**config.mk**
```make
export PLATFORM = sky130hd
export DESIGN_NAME = result_uart_drain
export DESIGN_NICKNAME = d
export VERILOG_FILES = /design/src/rtl/result_uart_drain.sv
export SDC_FILE = /design/constraint.sdc
export NUM_CORES = 1
export LEC_CHECK = 0
export BUFFER_PORTS_ARGS = -buffer_cell sky130_fd_sc_hd__buf_2
export CORE_ASPECT_RATIO = 1.1
export CORE_MARGIN = 8
export CORE_UTILIZATION = 46
export CTS_CLUSTER_DIAMETER = 80
export DETAILED_ROUTE_END_ITERATION = 8
export GPL_TIMING_DRIVEN = 1
export PLACE_DENSITY_LB_ADDON = 0.12
export SYNTH_ARGS = -nofsm -noshare
export SYNTH_HDL_FRONTEND = slang
export SYNTH_SLANG_ARGS = --single-unit
```
**constraint.sdc**
```tcl
create_clock -name clk -period 2 [get_ports clk]
set_input_delay 0.2 -clock clk [delete_from_list [all_inputs] [get_ports clk]]
set_output_delay 0.2 -clock clk [all_outputs]
set_load 0.02 [all_outputs]
```
**src/rtl/result_uart_drain.sv**
```systemverilog
// Streams the systolic array's result banks out through a byte-wide UART:
// header byte, every bank word LSB first, then an XOR checksum byte.
module result_uart_drain #(
   parameter int          N   = 2,
   parameter int          AW  = 11,
   parameter logic [7:0]  HDR = 8'hA5
) (
   input  logic                clk,
   input  logic                rst,
   input  logic                start,
   input  logic [AW-1:0]       word_cnt,
   output logic                busy,
   output logic                done,
   output logic [AW-1:0]       ram_c_addr,
   output logic [N*N-1:0]      ram_c_rden,
   input  logic [32*N*N-1:0]   ram_c_q,
   output logic [7:0]          uart_tx_data,
   output logic                uart_send_data,
   input  logic                uart_tx_done
);

   localparam int NN = N * N;
   localparam int BW = (NN > 1) ? $clog2(NN) : 1;

   typedef enum logic [3:0] {
      ST_IDLE, ST_HDR, ST_RD, ST_RDW, ST_LOAD, ST_SEND, ST_WAITTX, ST_CKS, ST_FIN
   } state_t;

   state_t         state_reg, state_next;
   logic [AW-1:0]  cnt_reg, cnt_next;
   logic [AW:0]    addr_reg, addr_next;
   logic [BW-1:0]  bank_reg, bank_next;
   logic [1:0]     byte_reg, byte_next;
   logic [31:0]    shreg_reg, shreg_next;
   logic [7:0]     cks_reg, cks_next;
   logic [7:0]     tx_data_reg;
   logic           sent_reg, sent_next;
   logic [AW:0]    addr_inc;

   assign addr_inc = addr_reg + (AW+1)'(1);

   always_ff @(posedge clk) begin
      if (rst) begin
         state_reg   <= ST_IDLE;
         cnt_reg     <= '0;
         addr_reg    <= '0;
         bank_reg    <= '0;
         byte_reg    <= '0;
         shreg_reg   <= '0;
         cks_reg     <= '0;
         tx_data_reg <= '0;
         sent_reg    <= 1'b0;
      end else begin
         state_reg   <= state_next;
         cnt_reg     <= cnt_next;
         addr_reg    <= addr_next;
         bank_reg    <= bank_next;
         byte_reg    <= byte_next;
         shreg_reg   <= shreg_next;
         cks_reg     <= cks_next;
         tx_data_reg <= uart_tx_data;
         sent_reg    <= sent_next;
      end
   end

   // HDR and CKS each use sent_reg to split "pulse once" from "wait for tx_done".
   always_comb begin
      state_next     = state_reg;
      cnt_next       = cnt_reg;
      addr_next      = addr_reg;
      bank_next      = bank_reg;
      byte_next      = byte_reg;
      shreg_next     = shreg_reg;
      cks_next       = cks_reg;
      sent_next      = sent_reg;
      uart_send_data = 1'b0;
      uart_tx_data   = tx_data_reg;
      case (state_reg)
         ST_IDLE: begin
            if (start) begin
               cnt_next   = word_cnt;
               addr_next  = '0;
               bank_next  = '0;
               byte_next  = '0;
               cks_next   = '0;
               sent_next  = 1'b0;
               state_next = ST_HDR;
            end
         end
         ST_HDR: begin
            if (!sent_reg) begin
               uart_send_data = 1'b1;
               uart_tx_data   = HDR;
               sent_next      = 1'b1;
            end else if (uart_tx_done) begin
               sent_next  = 1'b0;
               state_next = (cnt_reg == '0) ? ST_CKS : ST_RD;
            end
         end
         ST_RD:   state_next = ST_RDW;
         ST_RDW:  state_next = ST_LOAD;
         ST_LOAD: begin
            shreg_next = ram_c_q[32*int'(bank_reg) +: 32];
            state_next = ST_SEND;
         end
         ST_SEND: begin
            uart_send_data = 1'b1;
            uart_tx_data   = shreg_reg[7:0];
            state_next     = ST_WAITTX;
         end
         ST_WAITTX: begin
            if (uart_tx_done) begin
               shreg_next = {8'h00, shreg_reg[31:8]};
               cks_next   = cks_reg ^ shreg_reg[7:0];
               if (byte_reg == 2'd3) begin
                  byte_next = '0;
                  if (bank_reg == BW'(NN-1)) begin
                     bank_next  = '0;
                     addr_next  = addr_inc;
                     state_next = (addr_inc == {1'b0, cnt_reg}) ? ST_CKS : ST_RD;
                  end else begin
                     bank_next  = bank_reg + BW'(1);
                     state_next = ST_RD;
                  end
               end else begin
                  byte_next  = byte_reg + 2'd1;
                  state_next = ST_SEND;
               end
            end
         end
         ST_CKS: begin
            if (!sent_reg) begin
               uart_send_data = 1'b1;
               uart_tx_data   = cks_reg;
               sent_next      = 1'b1;
            end else if (uart_tx_done) begin
               sent_next  = 1'b0;
               state_next = ST_FIN;
            end
         end
         ST_FIN:  state_next = ST_IDLE;
         default: state_next = ST_IDLE;
      endcase
   end

   generate
      for (genvar gi = 0; gi < NN; gi++) begin : g_rden
         assign ram_c_rden[gi] = (state_reg == ST_RD) && (bank_reg == BW'(gi));
      end
   endgenerate

   assign ram_c_addr = addr_reg[AW-1:0];
   assign busy       = (state_reg != ST_IDLE) && (state_reg != ST_FIN);
   assign done       = (state_reg == ST_FIN);

endmodule

```
==> results of run 1 <==
[cells in the mapped netlist (5+ instances only)]
cell and number:
o21ai_0 25, nor2_1 70, mux2i_1 5, inv_1 17
xnor2_1 6, ha_1 6, nand3_1 12, buf_2 15
xor2_1 16, a21oi_1 38, dfxtp_1 80, and2_1 6
nor3_1 13, clkbuf_1 28, mux4_2 32, nand4_1 6
nand2b_1 7, nand2_1 95, buf_4 13, a22oi_1 8
nor2b_1 7, a311oi_1 25
[metrics by stage]
stage | std cells | hold WS, ps
after floorplan | 588 | 336
after global placement | 879 | 447
after detailed placement | 879 | 446
after CTS | 894 | 94.8
after global routing | 905 | 101
final | 905 | 105
[cell type report]
type,instances,area [um2],share of cell area (%)
well taps,143,179,2.76
inverters,17,63.8,0.985
clock buffers,10,239,3.69
flip-flops and latches,80,1620,25.0
multi-input cells,431,3060,47.3
clock inverters,4,22.5,0.348
repair buffers,220,1290,19.9
[metal layers]
layer / wire, um / up-vias / GRT usage [%]
met1: 6760 / 2347 / 27.2
met5: 0 / - / 0
met2: 7550 / 206 / 34.7
met4: 161 / 0 / 5.73
li1: - / 2448 / -
met3: 1070 / 13 / 5.77
[kinds of logic after synthesis]
kind of cell | count (synthesis) | share of synthesized area, %
adders and majority gates | 6 | 1.51
muxes | 37 | 15.5
AOI/OAI and AO/OA | 120 | 16.2
and+or+nand+nor | 246 | 23.4
DFF | 80 | 32.3
buffers and inverters | 77 | 7.22
xor gates and xnor gates | 22 | 3.89
[power groups by stage]
stage	clock (mW)	sequential (mW)	combinational [mW]
finish	1.48	1.92	1.61
global route	1.58	1.94	1.77
CTS	1.50	1.92	1.46
detailed placement	0	1.94	1.44
global placement	0	1.94	1.41
floorplan	0	1.87	0.981
[worst max path at each step]
stage	startpoint	cells after the start	to
floorplan	state_reg[2]	5	done
global placement	state_reg[2]	5	addr_reg[10]
detailed placement	state_reg[2]	5	addr_reg[10]
CTS	state_reg[0]	6	uart_tx_data[6]
global route	state_reg[2]	7	uart_tx_data[6]
finish	state_reg[2]	7	uart_tx_data[6]
[worst max-delay path, delay by kind of cell, from the launching register on]
kind                   cells  cell delay (ps)
AOI/OAI and AO/OA          2              480
DFF                        1              380
buffers and inverters      3              370
and+or+nand+nor            2              170
[what timing repair did]
| action | 4_1_cts | 5_1_grt |
|---|---|---|
| hold buffers | 0 | 0 |
| setup endpoints to repair | 11 | 13 |
| gates resized for setup | 12 | 22 |
| setup buffers | 1 | 10 |
| cloned | 0 | 1 |
| pin swaps | 4 | 8 |
==> metrics.md, run 1 <==
| Metric | Value |
|---|---|
| Sw Pwr | `1.64 mW` |
| Clk buf depth | `2` |
| H-tree levels | `3` |
| Die height | `~120 um` |
| Hpwl dp | `12.0 mm` |
| Min-delay worst type | `input pin to flop` |
| EDFF count, synth | `0` |
| CTS sink count | `80` |
| Comb pwr share | `32.1%` |
| # fillers | `986` |
| Min Tclk post-route | `roughly 1900 ps` |
| Hold path start | `word_cnt[6]` |
| Setup WS post-layout | `64.3 ps` |
| Flop2flop setup slack | `between 100 and 150 ps` |
| Vias/cell | `about 5.5` |
| Largest cells by area after synthesis | `dfxtp_1, mux4_2, nand2_1` |
| Worst rel slew slack | `68.1%` |
| Gate Count Post-Synth | `588` |
| Ports | `169` |
| Fraction of layout cells with a size suffix above 1 | `38.3%` |
| Power Density | `773 mW/mm2` |
| Gr ovfl total | `0` |
| R2r worst-path depth | `7` |
| Required @ worst endpoint | `1800 ps` |
| Total negative setup slack | `0 ps` |
| WHS Path Cells | `3` |
| FF-to-FF End | `state_reg[0]` |
| Post-layout util | `62.1%` |
| DR pass1 iterations | `5` |
| Sw Share | `32.8%` |
| Dpl ws | `67.5 ps` |
| Worst Skew | `4.46 ps` |
| Global-route usage over all layers | `21.4%` |
| Routed vias | `between 5k and 6k` |
| Reg clk slew, reported paths | `60 ps` |
| Share of the clock period used by the worst path | `96.8%` |
| Clock Root Buffer | `clkbuf_16` |
| Port Buffers | `168` |
| Global-route wire length before repair | `24.9 mm` |
| Largest area contributor in the netlist | `dfxtp_1` |
| CP endpoint kind | `output port` |
| Maximum VDD drop | `approximately 390 uV` |
| Die area | `0.0144 mm2` |
| Final setup fails | `0` |
| Largest net degree at the start of global routing | `49` |
| Initial core utilization | `a little under half` |
| Number of global-route vias before repair | `5110` |
| RSZ-0062 raised after global routing | `true` |
| Routability cong. | `approximately 0.91` |
| Hold Path Sink | `cnt_reg[6]` |
| Most common cell after layout, fill and taps aside | `buf_2` |
| Yosys cell types | `52` |
| Number of buffers created by CTS | `9` |
| RR Startpoint | `addr_reg[1]` |
| Post-synth top flop | `dfxtp_1` |
| Drt total wl | `~16 mm` |
| Max cap viols | `0` |
| Number of remaining DRC errors | `0` |
| Placed cell area | `~0.006 mm2` |
| Initial antenna violation count | `0` |
| Final instance area | `about 0.0065 mm2` |
| Number of routed nets with antenna violations | `0` |
| Critical-path top delay cell | `dfxtp_4` |
| CTS tree | `built` |
| Clock power share | `about 30%` |
| Type of origin of the critical path | `flop` |
| Mapped cell area | `roughly 0.0050 mm2` |
| Max Slew Vio Count | `0` |
| Post-synthesis sequential area ratio | `32.3%` |
| CP cell instances | `buf_12, nor2b_1, o21ai_1, nand2_2, a222oi_1, inv_1, buf_2` |
| Least-Margin Pin Slew | `474 ps` |
| Fmax | `517 MHz` |
| Tot Pwr | `roughly 5.0 mW` |
| Critical setup path kind | `flop to output port` |
| LEAKAGE | `approximately 2.8 nW` |
| # rows | `39` |
| Mean Syn Cell Area | `8.43 um2` |
| Post-synth ARST share | `0%` |
| Share of Yosys cell area claimed by the top area cell type | `roughly a third` |
| Critical Path Max Stage Delay | `380 ps` |
| Final Hold Fails | `0` |
| DIE WIDTH | `115 um` |
| Commonest non-fill, non-tap cells in the layout | `buf_2, nand2_1, dfxtp_1` |
| YS warnings | `0` |
| Sequential share of power | `38.4%` |
| Clk Latency, worst-skew pair | `between 300 and 400 ps` |
| Status | `finished clean` |
| #FFs+latches synth | `80` |
| CP arrival | `1740 ps` |
| P_int | `3.37 mW` |
| Area growth from synthesis to layout | `30.7%` |
| Core Area | `0.0104 mm2` |
| Max reg flops | `32` |
| WL/cell | `17.2 um` |
| CP Max Fanout | `12` |
| Layout net count | `~910` |
| DR iter-0 viols | `282` |
| N_diodes | `0` |
| Syn_nets | `737` |
Note: power is estimated with default switching activity, not from simulation.
==> run 2, diff against run 1 <==
--- a/config.mk
+++ b/config.mk
@@ -12,7 +12,7 @@
 export CTS_CLUSTER_DIAMETER = 80
 export DETAILED_ROUTE_END_ITERATION = 8
 export GPL_TIMING_DRIVEN = 1
-export PLACE_DENSITY_LB_ADDON = 0.12
+export PLACE_DENSITY = 0.85
 export SYNTH_ARGS = -nofsm -noshare
 export SYNTH_HDL_FRONTEND = slang
 export SYNTH_SLANG_ARGS = --single-unit
==> run 2 against run 1 <==
Effect of this change: count of clock-buffer cells in the layout unchanged; largest cell class unchanged; cell count up 0.22%; largest power group unchanged; clock power up 11%.
==> metrics.md, run 2 (same netlist as run 1, synthesis figures left out) <==
| Metric | Value |
|---|---|
| Final Hold Fails | `0 (unchanged)` |
| Min-delay worst type | `input pin to flop (unchanged)` |
| Stages on worst setup path | `7 (unchanged)` |
| Status | `finished clean (unchanged)` |
| Number of buffers created by CTS | `9 (unchanged)` |
| Hold path start | `word_cnt[3] (was word_cnt[6])` |
| Reg clk slew, reported paths | `60 ps (about the same)` |
| Most common cell after layout, fill and taps aside | `buf_2 (unchanged)` |
| Number of routed nets with antenna violations | `0 (unchanged)` |
| Clk Latency, worst-skew pair | `330 ps (about the same)` |
| WL/cell | `17.1 um (was 17.2 um)` |
| Number of remaining DRC errors | `0 (unchanged)` |
| Area of the multi-input gates | `0.00304 mm2 (was 0.00306 mm2)` |
| Initial antenna violation count | `2 (was 0)` |
| Total negative setup slack | `0 ps (unchanged)` |
| Routed vias | `5108 (was 5014)` |
| CP endpoint kind | `output port (unchanged)` |
| # placed instances | `881 (was 879)` |
| Max reg flops | `32 (unchanged)` |
| Vias/cell | `5.63 (was 5.54)` |
| Port Buffers | `168 (unchanged)` |
| Power Density | `797 mW/mm2 (was 773 mW/mm2)` |
| Critical Path Max Stage Delay | `360 ps (was 380 ps)` |
| Largest net degree at the start of global routing | `49 (unchanged)` |
| WP buf/inv | `3 (unchanged)` |
| CP cell instances | `buf_6, buf_4, a32oi_1, a21oi_1, o21ai_1, a22o_1, buf_2 (was buf_12, nor2b_1, o21ai_1, nand2_2, a222oi_1, inv_1, buf_2)` |
| Drt total wl | `15.5 mm (about the same)` |
| Hold Path Sink | `cnt_reg[3] (was cnt_reg[6])` |
| LEAKAGE | `2.75 nW (was 2.76 nW)` |
| Routability cong. | `0.870 (was 0.906)` |
| Number of global-route vias before repair | `5245 (was 5110)` |
| Placed cell area | `0.00603 mm2 (was 0.00604 mm2)` |
| CTS sink count | `80 (unchanged)` |
| Gr ovfl total | `0 (unchanged)` |
| DIE WIDTH | `115 um (unchanged)` |
| FF-to-FF End | `addr_reg[11] (was state_reg[0])` |
| Layout net count | `906 (was 908)` |
| Share of the clock period used by the worst path | `96.7% (was 96.8%)` |
| Worst rel slew slack | `65.5% (was 68.1%)` |
| Max cap viols | `0 (unchanged)` |
| Required @ worst endpoint | `1800 ps (about the same)` |
| Top cell family by delay on the critical path | `compound AO/OA/AOI/OAI gates (unchanged)` |
| Critical-path top delay cell | `dfxtp_4 (unchanged)` |
| Global-route wire length before repair | `24.8 mm (was 24.9 mm)` |
| Max Slew Vio Count | `0 (unchanged)` |
| Least-Margin Pin Slew | `518 ps (was 474 ps)` |
| Clk buf depth | `2 (unchanged)` |
| Flop2flop setup slack | `90 ps (was 130 ps)` |
| Critical setup path kind | `flop to output port (unchanged)` |
| Type of origin of the critical path | `flop (unchanged)` |
| RR Startpoint | `state_reg[2] (was addr_reg[1])` |
| Hpwl dp | `11.8 mm (was 12.0 mm)` |
| Die area | `0.0144 mm2 (unchanged)` |
| CP Max Fanout | `8 (was 12)` |
| Clock Root Buffer | `clkbuf_16 (unchanged)` |
| Fraction of layout cells with a size suffix above 1 | `37.9% (was 38.3%)` |
| FF/Latch Area | `0.00162 mm2 (about the same)` |
| # fillers | `907 (was 986)` |
| Ports | `169 (unchanged)` |
| # rows | `39 (unchanged)` |
| Die height | `125 um (unchanged)` |
| Area growth from synthesis to layout | `30.3% (was 30.7%)` |
| Worst Skew | `6.93 ps (was 4.46 ps)` |
| Min Tclk post-route | `1930 ps (was 1940 ps)` |
| Final setup fails | `0 (unchanged)` |
| Core Area | `0.0104 mm2 (unchanged)` |
| Maximum VDD drop | `429 uV (was 392 uV)` |
| Commonest non-fill, non-tap cells in the layout | `buf_2, nand2_1, dfxtp_1 (unchanged)` |
| DR iter-0 viols | `452 (was 282)` |
| DR pass1 iterations | `5 (unchanged)` |
| R2r worst-path depth | `5 (was 7)` |
| CTS tree | `built (unchanged)` |
| CP arrival | `1730 ps (was 1740 ps)` |
| Global-route usage over all layers | `21.2% (was 21.4%)` |
| Final instance area | `0.00646 mm2 (was 0.00648 mm2)` |
| WHS Path Cells | `3 (unchanged)` |
| Fmax | `517 MHz (about the same)` |
| Initial core utilization | `47.5% (unchanged)` |
| H-tree levels | `3 (unchanged)` |
| Non-filler cells, final | `907 (was 905)` |
[run 2: cell type report]
| cell class | instances | share of cell area, % |
|---|---|---|
| well taps | 143 | 2.77 |
| repair buffers | 218 | 19.4 |
| inverters | 17 | 0.988 |
| clock buffers | 10 | 3.70 |
| multi-input cells | 431 | 47.0 |
| clock inverters | 6 | 1.01 |
| flip-flops and latches | 80 | 25.0 |
| diodes | 2 | 0.0775 |
[run 2: worst min-delay path: cells and delay by family]
kind	cells	cell delay, ps
buf+inv	1	90
simple gates	1	40
compound gates	1	50
[run 2: power by group]
group,total (mW),internal [mW],switching [mW]
clock network,1.65,1.00,0.648
logic,1.59,0.711,0.881
registers,1.91,1.76,0.147
total,5.15,3.47,1.68
[run 2: routing by layer]
metal	up-vias	track usage [%]	part of all wire (%)
met5	-	0	0
met4	0	9.67	2.6
met3	32	4.61	7.0
met2	229	36.5	51
met1	2399	24.4	40
li1	2448	-	-
[run 2: how the worst max path moves through the flow]
| stage | end | start |
|---|---|---|
| finish | uart_tx_data[7] | state_reg[2] |
| global placement | addr_reg[10] | state_reg[2] |
| floorplan | done | state_reg[2] |
| global route | uart_tx_data[7] | state_reg[1] |
| CTS | uart_tx_data[7] | state_reg[0] |
| detailed placement | shreg_reg[23] | state_reg[2] |
[run 2: stage by stage]
stage               total power, mW  hold WS, ps  setup slack, ps  util, %
floorplan                      2.85          336              144        -
global placement               3.33          443              151     57.8
detailed placement             3.38          446             68.7     57.8
CTS                            5.06         97.4             16.2     61.1
global route                   5.42          111            -41.3     61.8
finish                         5.15          102             65.1     61.9
[run 2: repair_timing]
item                       4_1_cts  5_1_grt
hold endpoints to repair         0        0
pin swaps                        6        5
buffers inserted                 4        4
gates resized for setup          9       19
setup endpoints to repair       11       22
hold buffers                     0        0
gates cloned                     0        0
==> run 3, diff against run 2 <==
--- a/config.mk
+++ b/config.mk
@@ -5,8 +5,9 @@
 export SDC_FILE = /design/constraint.sdc
 export NUM_CORES = 1
 export LEC_CHECK = 0
+export ABC_AREA = 1
 export BUFFER_PORTS_ARGS = -buffer_cell sky130_fd_sc_hd__buf_2
-export CORE_ASPECT_RATIO = 1.1
+export CORE_ASPECT_RATIO = 1.4
 export CORE_MARGIN = 8
 export CORE_UTILIZATION = 46
 export CTS_CLUSTER_DIAMETER = 80
==> run 3 against run 2 <==
Effect of this change: the run now ends with setup timing left; via count is 15% higher; register-to-register slack got worse by 140 ps; routed wire length is 8.2% higher; synthesized cell count up 31%; clock power is 8% lower; clock skew up 2.0 ps; first-iteration DRC count fell by 32%; sequential share of layout area shrank 0.41 points; critical path depth grew 1; largest power group is now combinational logic.
==> metrics.md, run 3 <==
| Metric | Value |
|---|---|
| Synth top cells by count | `nor2_1, nand2_1, o21ai_0 (was nand2_1, dfxtp_1, nor2_1)` |
| Initial antenna violation count | `0 (was 2)` |
| Global-route usage over all layers | `22.3% (was 21.2%)` |
| Area of the multi-input gates | `0.00294 mm2 (was 0.00304 mm2)` |
| Final Hold Fails | `0 (unchanged)` |
| WP buf/inv | `4 (was 3)` |
| Post-layout util | `63.4% (was 61.9%)` |
| Reg clk slew, reported paths | `60 ps (about the same)` |
| Die height | `138 um (was 125 um)` |
| DR iter-0 viols | `306 (was 452)` |
| Post-synthesis sequential area ratio | `32.8% (was 32.3%)` |
| Power Density | `1330 mW/mm2 (was 797 mW/mm2)` |
| FF/Latch Area | `0.00162 mm2 (about the same)` |
| Share of Yosys cell area claimed by the top area cell type | `32.8% (was 32.3%)` |
| Most frequent cell after synthesis | `nor2_1 (was nand2_1)` |
| Post-synth ARST share | `0% (unchanged)` |
| Mean Syn Cell Area | `6.34 um2 (was 8.43 um2)` |
| Max Slew Vio Count | `0 (unchanged)` |
| Fraction of layout cells with a size suffix above 1 | `30.7% (was 37.9%)` |
| Syn_nets | `918 (was 737)` |
| LEAKAGE | `3.01 nW (was 2.75 nW)` |
| Flop2flop setup slack | `-50 ps (was 90 ps)` |
| Core Area | `0.0103 mm2 (was 0.0104 mm2)` |
| Commonest non-fill, non-tap cells in the layout | `buf_2, nor2_1, nand2_1 (was buf_2, nand2_1, dfxtp_1)` |
| Critical Path End | `uart_tx_data[2] (was uart_tx_data[7])` |
| Layout net count | `1091 (was 906)` |
| #FFs+latches synth | `80 (unchanged)` |
| Clock Root Buffer | `clkbuf_16 (unchanged)` |
| CP Max Fanout | `6 (was 8)` |
| Number of global-route vias before repair | `5640 (was 5245)` |
| Max cap viols | `0 (unchanged)` |
| Status | `finished, violations left (was finished clean)` |
| Max reg flops | `32 (unchanged)` |
| YS warnings | `0 (unchanged)` |
| Worst rel slew slack | `64.6% (was 65.5%)` |
| Area growth from synthesis to layout | `34.5% (was 30.3%)` |
| Type of origin of the critical path | `flop (unchanged)` |
| Number of routed nets with antenna violations | `0 (unchanged)` |
| Required @ worst endpoint | `1800 ps (about the same)` |
| RR Startpoint | `state_reg[0] (was state_reg[2])` |
| Fmax | `485 MHz (was 517 MHz)` |
| R2r worst-path depth | `15 (was 5)` |
| Worst Skew | `8.95 ps (was 6.93 ps)` |
| CP arrival | `1860 ps (was 1730 ps)` |
| # placed instances | `1048 (was 881)` |
| Min Tclk post-route | `2060 ps (was 1930 ps)` |
| Failing checks | `setup timing` |
| Drt total wl | `16.7 mm (was 15.5 mm)` |
| Global-route wire length before repair | `25.3 mm (was 24.8 mm)` |
| Largest cells by area after synthesis | `dfxtp_1, o21ai_0, nor2_1 (was dfxtp_1, mux4_2, nand2_1)` |
| Total negative setup slack | `-343 ps (was 0 ps)` |
| Number of remaining DRC errors | `0 (unchanged)` |
| Critical setup path kind | `flop to output port (unchanged)` |
| # fillers | `908 (was 907)` |
| Setup WS post-layout | `-61.5 ps (was 65.1 ps)` |
| DIE WIDTH | `103 um (was 115 um)` |
| Least-Margin Pin Slew | `531 ps (was 518 ps)` |
| RSZ-0062 raised after global routing | `true` |
| EDFF count, synth | `0 (unchanged)` |
| H-tree levels | `3 (unchanged)` |
| CTS tree | `built (unchanged)` |
| Vias/cell | `5.44 (was 5.63)` |
| Clk buf depth | `2 (unchanged)` |
| FF-to-FF End | `tx_data_reg[0] (was addr_reg[11])` |
| Yosys cell types | `35 (was 52)` |
| Routability cong. | `0.879 (was 0.870)` |
| Non-filler cells, final | `1085 (was 907)` |
| CTS Hold Bufs | `0 (unchanged)` |
| Critical Path Max Stage Delay | `380 ps (was 360 ps)` |
| Port Buffers | `168 (unchanged)` |
| Crit path launch | `state_reg[3] (was state_reg[2])` |
| Number of buffers created by CTS | `9 (unchanged)` |
| Critical-path top delay cell | `dfxtp_2 (was dfxtp_4)` |
| Top cell family by delay on the critical path | `buffers and inverters (was compound AO/OA/AOI/OAI gates)` |
| Post-synth top flop | `dfxtp_1 (unchanged)` |
| N_diodes | `0 (was 2)` |
| Most used cell, CP | `buf_4` |
| Stages on worst setup path | `8 (was 7)` |
| Ports | `169 (unchanged)` |
| Hpwl dp | `11.8 mm (about the same)` |
| Largest area contributor in the netlist | `dfxtp_1 (unchanged)` |
| Mapped cell area | `0.00488 mm2 (was 0.00496 mm2)` |
| Most common cell after layout, fill and taps aside | `buf_2 (unchanged)` |
| Share of the clock period used by the worst path | `103% (was 96.7%)` |
| Gate Count Post-Synth | `769 (was 588)` |
| # rows | `44 (was 39)` |
| Maximum VDD drop | `531 uV (was 429 uV)` |
| CP cell instances | `inv_2, nand4_1, buf_4, nand2_2, nor2_4, clkinv_4, a31oi_2, buf_4 (was buf_6, buf_4, a32oi_1, a21oi_1, o21ai_1, a22o_1, buf_2)` |
| Final setup fails | `9 (was 0)` |
| CP endpoint kind | `output port (unchanged)` |
| Initial core utilization | `47.1% (was 47.5%)` |
| Clk Latency, worst-skew pair | `330 ps (about the same)` |
| Min-delay worst type | `input pin to flop (unchanged)` |
| Die area | `0.0142 mm2 (was 0.0144 mm2)` |
| CTS sink count | `80 (unchanged)` |
| Routed vias | `5897 (was 5108)` |
| WL/cell | `15.4 um (was 17.1 um)` |
| Largest net degree at the start of global routing | `65 (was 49)` |
| Gr ovfl total | `0 (unchanged)` |
| DR pass1 iterations | `5 (unchanged)` |
-- run 3: cell count changes after synthesis, sizes merged, moves of 10 or more --
| cell | before | now |
|---|---|---|
| o22ai | 1 | 29 |
| a21oi | 38 | 88 |
| buf | 31 | 15 |
| nand3 | 13 | 37 |
| inv | 17 | 75 |
| o21ai | 25 | 117 |
| clkbuf | 29 | 39 |
| a311oi | 25 | 0 |
| mux4 | 32 | 0 |
| nor3 | 16 | 3 |
| nand2 | 95 | 116 |
| nor2 | 71 | 125 |
| xor2 | 16 | 0 |
-- run 3: power by group --
part	internal, mW	switching [mW]	leakage [nW]
combinational	1.91	3.05	2.23
sequential	1.95	0.310	0.654
clock	0.845	0.675	0.129
-- run 3: area by class of cell --
| type | instances | area share, % |
|---|---|---|
| Sequential cell | 80 | 24.6 |
| Clock buffer | 10 | 3.49 |
| Multi-Input combinational cell | 560 | 44.8 |
| Tap cell | 138 | 2.63 |
| Clock inverter | 6 | 0.648 |
| Timing Repair inverter | 3 | 0.343 |
| Inverter | 75 | 4.50 |
| Timing Repair Buffer | 213 | 18.9 |
-- run 3: worst min-delay path, delay by kind of cell --
| family | cells | cell delay, ps |
|---|---|---|
| buffers and inverters | 1 | 70 |
| AO/OA/AOI/OAI | 2 | 170 |
-- run 3: logic make-up after synthesis --
kind of cell / share of synthesized area (%)
buffers and inverters: 11.2
AND/OR/NAND/NOR: 25.1
flip-flops: 32.8
AO/OA/AOI/OAI: 29.3
adder cells (fa/ha/maj): 1.54
-- run 3: per-layer routing --
metal	GRT usage [%]	vias up	share of wire, %
met3	5.26	28	7.4
met5	0	-	0
met2	40.1	283	51
met4	7.75	0	2.4
met1	24.6	2656	39
li1	-	2930	-
-- run 3: how the worst min path moves through the flow --
stage	start	end	depth (start not counted)
global route	word_cnt[8]	cnt_reg[8]	3
global placement	cks_reg[0]	cks_reg[0]	1
finish	word_cnt[2]	cnt_reg[2]	3
detailed placement	cks_reg[0]	cks_reg[0]	1
floorplan	word_cnt[9]	cnt_reg[9]	2
CTS	word_cnt[2]	cnt_reg[2]	3
-- run 3: per-stage QoR --
step | setup WS (ps) | instance area, um2 | hold WS (ps) | power [mW]
after floorplan | 63.1 | 4880 | 364 | 5.29
after global placement | 86.9 | 5850 | 445 | 6.28
after detailed placement | 29.3 | 5850 | 450 | 6.34
after CTS | -54.3 | 6350 | 147 | 8.30
after global routing | -158 | 6560 | 171 | 9.38
final | -61.5 | 6560 | 150 | 8.75
-- run 3: what timing repair did --
item | 4_1_cts | 5_1_grt
endpoints found under the setup margin | 8 | 46
pin swaps | 9 | 6
cloned | 0 | 3
setup buffers | 13 | 5
resized for setup | 40 | 50
